[src/rtl/wb_arb_pkg.sv]
// Shared types and constants for the Wishbone CPU bus arbiter and its helpers.
// Holds the FSM encoding, arbitration mode selectors and CTI codes.
package wb_arb_pkg;

    typedef enum logic [1:0] {
        ST_IDLE  = 2'b00,
        ST_BUSY  = 2'b01,
        ST_ABORT = 2'b10
    } arb_state_e;

    localparam int ARB_FIXED = 0;
    localparam int ARB_RR    = 1;

    localparam logic [2:0] CTI_CLASSIC = 3'b000;
    localparam logic [2:0] CTI_INCR    = 3'b010;
    localparam logic [2:0] CTI_EOB     = 3'b111;

    // Index of the set bit of a one-hot vector of up to 8 masters.
    function automatic logic [2:0] oh_index(input logic [7:0] oh);
        logic [2:0] idx;
        idx = 3'd0;
        for (int i = 0; i < 8; i++) begin
            if (oh[i]) idx = 3'(i);
        end
        return idx;
    endfunction

endpackage

[src/rtl/wb_rr_pick.sv]
// Combinational requester picker: fixed priority (lowest index) or
// round-robin starting at ptr. Returns a one-hot grant, zero when no request.
module wb_rr_pick
    import wb_arb_pkg::*;
#(
    parameter int N  = 2,
    parameter int PW = (N > 1) ? $clog2(N) : 1
) (
    input  logic [N-1:0]  req,
    input  logic [PW-1:0] ptr,
    input  logic          mode,
    output logic [N-1:0]  grant
);

    logic found;
    int   idx;

    always_comb begin
        grant = '0;
        found = 1'b0;
        idx   = 0;
        for (int i = 0; i < N; i++) begin
            idx = mode ? ((int'(ptr) + i) % N) : i;
            if (!found && req[idx]) begin
                grant[idx] = 1'b1;
                found      = 1'b1;
            end
        end
    end

endmodule

[src/rtl/wb_cpu_bus_arbiter.sv]
// N-master to 1-slave Wishbone B3 arbiter with whole-cycle locking, fixed or
// round-robin arbitration, and a watchdog that ends hung transfers with ERR.
module wb_cpu_bus_arbiter
    import wb_arb_pkg::*;
#(
    parameter int NUM_MASTERS    = 2,
    parameter int ADDRESS_WIDTH  = 32,
    parameter int DATA_WIDTH     = 32,
    parameter int ARB_MODE       = 0,
    parameter int TIMEOUT_CYCLES = 256
) (
    input  logic                                 clk_i,
    input  logic                                 rst_n_i,
    input  logic [NUM_MASTERS*ADDRESS_WIDTH-1:0] m_adr_i,
    input  logic [NUM_MASTERS*DATA_WIDTH-1:0]    m_dat_i,
    input  logic [NUM_MASTERS*DATA_WIDTH/8-1:0]  m_sel_i,
    input  logic [NUM_MASTERS*3-1:0]             m_cti_i,
    input  logic [NUM_MASTERS*2-1:0]             m_bte_i,
    input  logic [NUM_MASTERS-1:0]               m_we_i,
    input  logic [NUM_MASTERS-1:0]               m_stb_i,
    input  logic [NUM_MASTERS-1:0]               m_cyc_i,
    output logic [DATA_WIDTH-1:0]                m_dat_o,
    output logic [NUM_MASTERS-1:0]               m_ack_o,
    output logic [NUM_MASTERS-1:0]               m_err_o,
    output logic [NUM_MASTERS-1:0]               m_rty_o,
    output logic [ADDRESS_WIDTH-1:0]             s_adr_o,
    output logic [DATA_WIDTH-1:0]                s_dat_o,
    output logic [DATA_WIDTH/8-1:0]              s_sel_o,
    output logic [2:0]                           s_cti_o,
    output logic [1:0]                           s_bte_o,
    output logic                                 s_we_o,
    output logic                                 s_stb_o,
    output logic                                 s_cyc_o,
    input  logic [DATA_WIDTH-1:0]                s_dat_i,
    input  logic                                 s_ack_i,
    input  logic                                 s_err_i,
    input  logic                                 s_rty_i,
    output logic [NUM_MASTERS-1:0]               grant_o,
    output logic                                 timeout_o,
    output logic [1:0]                           state_o
);

    localparam int AW   = ADDRESS_WIDTH;
    localparam int DW   = DATA_WIDTH;
    localparam int SW   = DATA_WIDTH / 8;
    localparam int PW   = (NUM_MASTERS > 1) ? $clog2(NUM_MASTERS) : 1;
    localparam int TW   = (TIMEOUT_CYCLES > 0) ? $clog2(TIMEOUT_CYCLES + 1) : 1;
    localparam int TLIM = (TIMEOUT_CYCLES > 0) ? TIMEOUT_CYCLES - 1 : 0;

    arb_state_e             state;
    logic [NUM_MASTERS-1:0] pick;
    logic [PW-1:0]          rr_ptr;
    logic [PW-1:0]          owner;
    logic [PW-1:0]          pick_idx;
    logic [PW-1:0]          next_ptr;
    logic [TW-1:0]          timer;
    logic                   busy;
    logic                   term;
    logic                   count;
    logic                   fire;

    wb_rr_pick #(.N(NUM_MASTERS), .PW(PW)) u_pick (
        .req   (m_cyc_i),
        .ptr   (rr_ptr),
        .mode  (ARB_MODE == ARB_RR),
        .grant (pick)
    );

    assign state_o  = state;
    assign busy     = (state == ST_BUSY);
    assign owner    = PW'(oh_index(8'(grant_o)));
    assign pick_idx = PW'(oh_index(8'(pick)));
    assign next_ptr = (int'(pick_idx) == NUM_MASTERS - 1) ? '0 : pick_idx + 1'b1;
    assign term     = s_ack_i | s_err_i | s_rty_i;
    assign count    = busy && s_stb_o && !term;
    // A slave termination on the would-be firing cycle suppresses the timeout.
    assign fire     = (TIMEOUT_CYCLES != 0) && count && (timer == TW'(TLIM));
    assign m_dat_o  = s_dat_i;

    always_comb begin
        s_adr_o = '0;
        s_dat_o = '0;
        s_sel_o = '0;
        s_cti_o = '0;
        s_bte_o = '0;
        s_we_o  = 1'b0;
        s_stb_o = 1'b0;
        s_cyc_o = 1'b0;
        m_ack_o = '0;
        m_err_o = '0;
        m_rty_o = '0;
        if (busy) begin
            s_adr_o = m_adr_i[owner*AW +: AW];
            s_dat_o = m_dat_i[owner*DW +: DW];
            s_sel_o = m_sel_i[owner*SW +: SW];
            s_cti_o = m_cti_i[owner*3 +: 3];
            s_bte_o = m_bte_i[owner*2 +: 2];
            s_we_o  = m_we_i[owner];
            s_stb_o = m_stb_i[owner];
            s_cyc_o = m_cyc_i[owner];
            m_ack_o = grant_o & {NUM_MASTERS{s_ack_i}};
            m_err_o = grant_o & {NUM_MASTERS{s_err_i}};
            m_rty_o = grant_o & {NUM_MASTERS{s_rty_i}};
        end
        if (timeout_o) m_err_o = m_err_o | grant_o;
    end

    always_ff @(posedge clk_i or negedge rst_n_i) begin
        if (!rst_n_i) begin
            state     <= ST_IDLE;
            grant_o   <= '0;
            rr_ptr    <= '0;
            timer     <= '0;
            timeout_o <= 1'b0;
        end else begin
            timeout_o <= 1'b0;
            case (state)
                ST_IDLE: begin
                    timer <= '0;
                    if (|m_cyc_i) begin
                        grant_o <= pick;
                        state   <= ST_BUSY;
                        if (ARB_MODE == ARB_RR) rr_ptr <= next_ptr;
                    end
                end
                ST_BUSY: begin
                    if (!m_cyc_i[owner]) begin
                        state   <= ST_IDLE;
                        grant_o <= '0;
                        timer   <= '0;
                    end else if (fire) begin
                        state     <= ST_ABORT;
                        timeout_o <= 1'b1;
                        timer     <= '0;
                    end else if (count) begin
                        if (timer != {TW{1'b1}}) timer <= timer + 1'b1;
                    end else begin
                        timer <= '0;
                    end
                end
                ST_ABORT: begin
                    if (!m_cyc_i[owner]) begin
                        state   <= ST_IDLE;
                        grant_o <= '0;
                    end
                end
                default: begin
                    state   <= ST_IDLE;
                    grant_o <= '0;
                end
            endcase
        end
    end

endmodule
[config.mk]
export PLATFORM = sky130hd
export DESIGN_NAME = wb_cpu_bus_arbiter
export DESIGN_NICKNAME = d
export VERILOG_FILES = /design/src/rtl/wb_arb_pkg.sv /design/src/rtl/wb_rr_pick.sv /design/src/rtl/wb_cpu_bus_arbiter.sv
export SDC_FILE = /design/constraint.sdc
export NUM_CORES = 1
export LEC_CHECK = 0
export ABC_AREA = 1
export ABC_CLOCK_PERIOD_IN_PS = 4700
export BUFFER_PORTS_ARGS = -buffer_cell sky130_fd_sc_hd__buf_2
export CAP_MARGIN = 20
export CORE_AREA = 2 2 119 121
export CTS_CLUSTER_SIZE = 12
export DETAILED_ROUTE_END_ITERATION = 6
export DIE_AREA = 0 0 121 123
export PLACE_DENSITY_LB_ADDON = 0.05
export RECOVER_POWER = 25
export SYNTH_ARGS = -nofsm -noshare
export SYNTH_HDL_FRONTEND = slang
export SYNTH_SLANG_ARGS = --single-unit
[constraint.sdc]
create_clock -name clk_i -period 4.7 [get_ports clk_i]
set_clock_uncertainty 0.2 [all_clocks]
set_input_delay 1.41 -clock clk_i [delete_from_list [all_inputs] [get_ports clk_i]]
set_output_delay 1.41 -clock clk_i [all_outputs]
set_load 0.03 [all_outputs]
After elaboration in Yosys (flattened, before gate mapping) --
Cells that the tools add are included.
Cells by class: $add $sub $neg 1, multipliers 1, magnitude comparators 1, equal/unequal tests 9, shift operators 5, muxes and demuxes 37, bitwise operators 6, reduce and logical (&&, ||, !) cells 13
Operators by type and width (number):
- 64-bit by 7-bit variable part select with 32-bit output | 2
- 32-bit two-way mux | 2
- 9-bit two-way mux | 4
- 2-bit two-way mux | 11
- 9-bit case mux with 2 select lines | 1
- 1-bit two-way mux | 15
- 9-bit by 1-bit adder with 9-bit output (second input constant) | 1
- 9-bit by 8-bit equality test with 1-bit output (second input constant) | 1
- 9-bit inequality test (second input constant) | 1
- 8-bit by 4-bit variable part select with 4-bit output | 1
- 2-bit AND | 3
- 2-bit inequality test (second input constant) | 3
- 2-bit case mux with 3 select lines | 1
- 6-bit by 4-bit variable part select with 3-bit output | 1
- 5-bit by 4-bit inequality test with 1-bit output (second input constant) | 1
- 1-bit logical AND | 4
- 4-bit two-way mux | 1
- 2-bit case mux with 2 select lines | 1
- 2-bit AND reduction | 2
- 2-bit OR reduction | 2
- 4-bit by 3-bit variable part select with 2-bit output | 1
- 1-bit by 2-bit multiplier with 3-bit output (second input constant) | 1
- 3-bit two-way mux | 1
- 3-bit inequality test (second input constant) | 1
- other kinds (9) | 11
Word-level totals: register bits after elaboration 14, input bits 189, output and inout port bits 119, word-level logic and storage cells 77

Logic depth before layout (Yosys ltp) --
depth after elaboration 10, depth in mapped cells 12, depth with buffers taken out 12

Hierarchy --
Synthesis repeated with hierarchy kept, for this count alone.
Second synthesis, totals: cell total of the unflattened synthesis 429, area, all modules 2317.2 um2
By module, submodules not included:
- wb_cpu_bus_arbiter | times used 1, cells an instance 423, area each 2289.7 um2, seq. area each 350.3 um2
- wb_rr_pick | times used 1, cells an instance 6, area each 27.5 um2, seq. area each 0.0 um2

Least setup slack after synthesis --
Ideal clock, no wire load.
path type in2out, start in s_rty_i, end out m_rty_o[0], arrival time 2.140 ns, data required time 3.090 ns, setup slack 0.950 ns, stages 2, path buffers 0, cells stage by stage inv_1 -> nor3_1
On the way: longest elaborated chain between the ends 2
Ends and longest elaborated chain:
- from (decl) | RTL line wb_cpu_bus_arbiter.sv:37 | input logic s_rty_i,
- 2-bit AND | RTL line wb_cpu_bus_arbiter.sv:103 | m_rty_o = grant_o & {NUM_MASTERS{s_rty_i}};
- 2-bit two-way mux | RTL line wb_cpu_bus_arbiter.sv:92 | if (busy) begin
- to (decl) | RTL line wb_cpu_bus_arbiter.sv:25 | output logic [NUM_MASTERS-1:0] m_rty_o,
Every way passes these cells.

Worst setup path after layout --
start in m_cyc_i[1], end out s_cyc_o
On the way: longest elaborated chain between the ends 3
Ends and longest elaborated chain:
- from (decl) | RTL line wb_cpu_bus_arbiter.sv:21 | input logic [NUM_MASTERS-1:0] m_cyc_i,
- 1-bit two-way mux (implied by the code) (2 in series) | RTL line wb_cpu_bus_arbiter.sv:100 | s_cyc_o = m_cyc_i[owner];
- 1-bit two-way mux | RTL line wb_cpu_bus_arbiter.sv:92
- to (decl) | RTL line wb_cpu_bus_arbiter.sv:33 | output logic s_cyc_o,
Every way passes these cells. The select of a mux whose other input is x is not followed.

==> out/summary.json <==
{
  "drive_gt1_share": {"value": 40.4, "unit": "%"},
  "cp_data_required_time": {"value": 3.09, "unit": "ns"},
  "min_delay_path_depth": {"value": 2},
  "gp_congestion": {"value": 0.778},
  "ir_drop": {"value": 0.000217, "unit": "V"},
  "num-fill-cells": {"value": 1603},
  "global_route_wire_length_before_repair": {"value": 16400, "unit": "µm"},
  "regToRegSetupSlack": {"value": 2.06, "unit": "ns"},
  "cell_row_count": {"value": 43},
  "maximum_number_of_pins_on_one_net_before_global_route_repair": {"value": 79},
  "critical_path_class": {"value": "in2out"},
  "synth_largest_type_area_fraction": {"value": 26.8, "unit": "%"},
  "synth_edf_count": {"value": 0},
  "worstPathMaxFanout": {"value": 4},
  "wl": {"value": 11900, "unit": "µm"},
  "postCtsSetupRepairBufs": {"value": 0},
  "drt-wirelength-per-cell": {"value": 14.9, "unit": "µm"},
  "final-max-slew-violation-count": {"value": 0},
  "clk_pin_slew": {"value": 0.05, "unit": "ns"},
  "area.growth.synth_to_final": {"value": 53.9, "unit": "%"},
  "final-seq-area": {"value": 352, "unit": "µm²"},
  "grt_antenna_before_repair": {"value": 1},
  "antenna-diode-count": {"value": 0},
  "clk-insertion-delay-late": {"value": 0.24, "unit": "ns"},
  "crit_path_max_incr_delay": {"value": 0.23, "unit": "ns"},
  "seq_area_frac_synth": {"value": 15.7, "unit": "%"},
  "setup_viol_count_final": {"value": 0},
  "cts.sinks": {"value": 14},
  "final_net_count": {"value": 812},
  "post_cts.resized_instances": {"value": 0},
  "grt_remaining_overflow": {"value": 0},
  "cp_data_arrival_time": {"value": 2.25, "unit": "ns"},
  "cap_violations": {"value": 0},
  "synthesis.area_per_instance": {"value": 5.30, "unit": "µm²"},
  "design.die.area": {"value": 14900, "unit": "µm²"},
  "combined_area_of_all_synthesized_cells": {"value": 2240, "unit": "µm²"},
  "first_global_vias": {"value": 2986},
  "clock_tree.buffer_depth": {"value": 2},
  "netlist-cell-type-count": {"value": 22},
  "synth_nets": {"value": 617},
  "initial_standard_cell_utilization_of_the_core": {"value": 16.4, "unit": "%"},
  "core_area": {"value": 13600, "unit": "µm²"},
  "gr-usage-all-layers": {"value": 14.1, "unit": "%"},
  "hp-start": {"value": "timer[7]$_DFFE_PN0P_"},
  "final_core_util": {"value": 25.3, "unit": "%"},
  "cts_root_buf": {"value": "clkbuf_16"},
  "floorplan.io_pins": {"value": 308},
  "period_needed": {"value": 3.86, "unit": "ns"},
  "multi_input_comb_area": {"value": 1420, "unit": "µm²"},
  "worstReg2RegStart": {"value": "state_o[1]$_DFFE_PN0P_"},
  "timing_hold_violations_final": {"value": 0},
  "max_slew_margin_vs_limit": {"value": 43.5, "unit": "%"},
  "startpoint_types": {"value": "input pin"},
  "ys_seq_elements": {"value": 14},
  "crit_chain": {"value": "clkbuf_1 > inv_1 > nand2_1 > o21ai_0 > nor2_1 > buf_2"},
  "cellLeakagePower": {"value": 2.10, "unit": "nW"},
  "place.detailed.hpwl": {"value": 9660, "unit": "µm"},
  "cpMaxStageDelayCell": {"value": "buf_2"},
  "grt_setup_unrepaired": {"value": "false"},
  "reg2regPathDepth": {"value": 7},
  "cp-end-kind": {"value": "output pin"},
  "total_cts_buffers": {"value": 3},
  "drt_first_pass_iters": {"value": 4},
  "power_dens_cells": {"value": 588, "unit": "nW/µm²"},
  "tightestPinTransition": {"value": 0.846, "unit": "ns"},
  "drt.antenna.violating_nets": {"value": 0},
  "die-width": {"value": 121, "unit": "µm"},
  "min_path_type": {"value": "reg2reg"},
  "whs_endpoint": {"value": "timer[7]$_DFFE_PN0P_"},
  "final.setup.tns": {"value": 0, "unit": "ns"},
  "synth_async_sr_flop_share": {"value": 100, "unit": "%"},
  "post-synth-top-area-cell": {"value": "nor2_1"},
  "ctsHtreeMaxLevel": {"value": 1},
  "cts_hold_buf": {"value": 0},
  "ys.warnings.count": {"value": 0},
  "initialDrtViolationCount": {"value": 138},
  "io_buffer_count": {"value": 243},
  "period_share": {"value": 82.1, "unit": "%"},
  "run_status": {"value": "finished clean"},
  "critical_path.reg2reg.endpoint": {"value": "timer[8]$_DFFE_PN0P_"},
  "residual_drc_count": {"value": 0},
  "achievable-frequency": {"value": 259, "unit": "MHz"},
  "dr_total_vias": {"value": 3282},
  "dieHeight": {"value": 123, "unit": "µm"},
  "netlist_top_cells_count": {"value": "nor2_1 (160), o21ai_0 (77), nand2_1 (43)"},
  "cts_tree": {"value": "yes"},
  "synth_area_leaders": {"value": "nor2_1 (27%), o21ai_0 (17%), dfrtp_1 (16%)"},
  "post_synth_inst_count": {"value": 422},
  "synthMostInstantiatedCell": {"value": "nor2_1"},
  "detail_route.vias_per_cell": {"value": 4.12},
  "synth_ff_type": {"value": "dfrtp_1"}
}
## through the flow
stage                     power [W]  hold slack (ns)  setup slack, ns  instances  cell area (µm²)
after CTS                   0.00207            0.304            0.835        796             3460
after detailed placement    0.00189            0.291            0.931        792             3390
after global routing        0.00221            0.340            0.643        796             3450
after global placement      0.00190            0.298            0.957        792             3390
final                       0.00203            0.300            0.843        796             3450
after floorplan             0.00138            0.265            0.950        422             2240
## layer usage
layer | wire [µm] | track usage (%) | share of wire (%)
met1 | 4860 | 18.1 | 41
met2 | 5800 | 24.3 | 49
met5 | 0 | 0 | 0
met3 | 1010 | 3.51 | 8.5
met4 | 187 | 1.96 | 1.6
## registers in the layout, indices dropped and copies added (netlist names)
signal,flops
state_o,2
grant_o,2
timeout_o,1
timer,9
## critical path, delay by kind of cell
kind,cells,cell delay (ns)
compound gates,1,0.17
simple gates,2,0.26
buf+inv,3,0.40
## cell families (layout without fill, tap and decap cells)
logic type | Yosys count | in the layout | synth area share, %
buf+inv | 88 | 282 | 20.7
xor+xnor | 2 | 2 | 0.783
fa+ha+maj | 6 | 6 | 3.35
compound gates | 87 | 87 | 19.6
simple gates | 225 | 225 | 39.9
flops | 14 | 14 | 15.7
## cell type report
type / count / share of cell area (%)
clock buffer: 4 / 2.29
inverter: 29 / 3.16
multi-input combinational: 320 / 41.1
sequential: 14 / 10.2
tap: 180 / 6.54
timing repair buffer: 249 / 36.7
## worst max path at each step
stage                     slack, ns           to                    from  depth (start not counted)
after floorplan                0.95   m_rty_o[0]                 s_rty_i                          2
after global placement         0.96   s_dat_o[6]             m_dat_i[38]                          4
after detailed placement       0.93      s_cyc_o              m_cyc_i[1]                          6
after CTS                      0.83  s_adr_o[23]  state_o[1]$_DFFE_PN0P_                          6
after global routing           0.64      s_cyc_o              m_cyc_i[1]                          6
final                          0.84      s_cyc_o              m_cyc_i[1]                          6
## power breakdown
group	leakage [nW]	total, W	switching, W	internal [W]
sequential	0.189	0.000156	0.0000165	0.000140
combinational	1.87	0.00171	0.00127	0.000437
clock	0.0382	0.000165	0.0000498	0.000115
total	2.10	0.00203	0.00133	0.000692
## cell usage in the layout (no fill, tap or decap), types with 6 or more instances in the layout
cell type and n:
dfrtp_1 13, o21ai_0 81, nor2_1 161, nand3_1 6, nor3_1 6, nand4_1 6
buf_2 236, clkbuf_1 8, inv_1 28, nand2_1 44
Power figures use the tool's default switching activity.
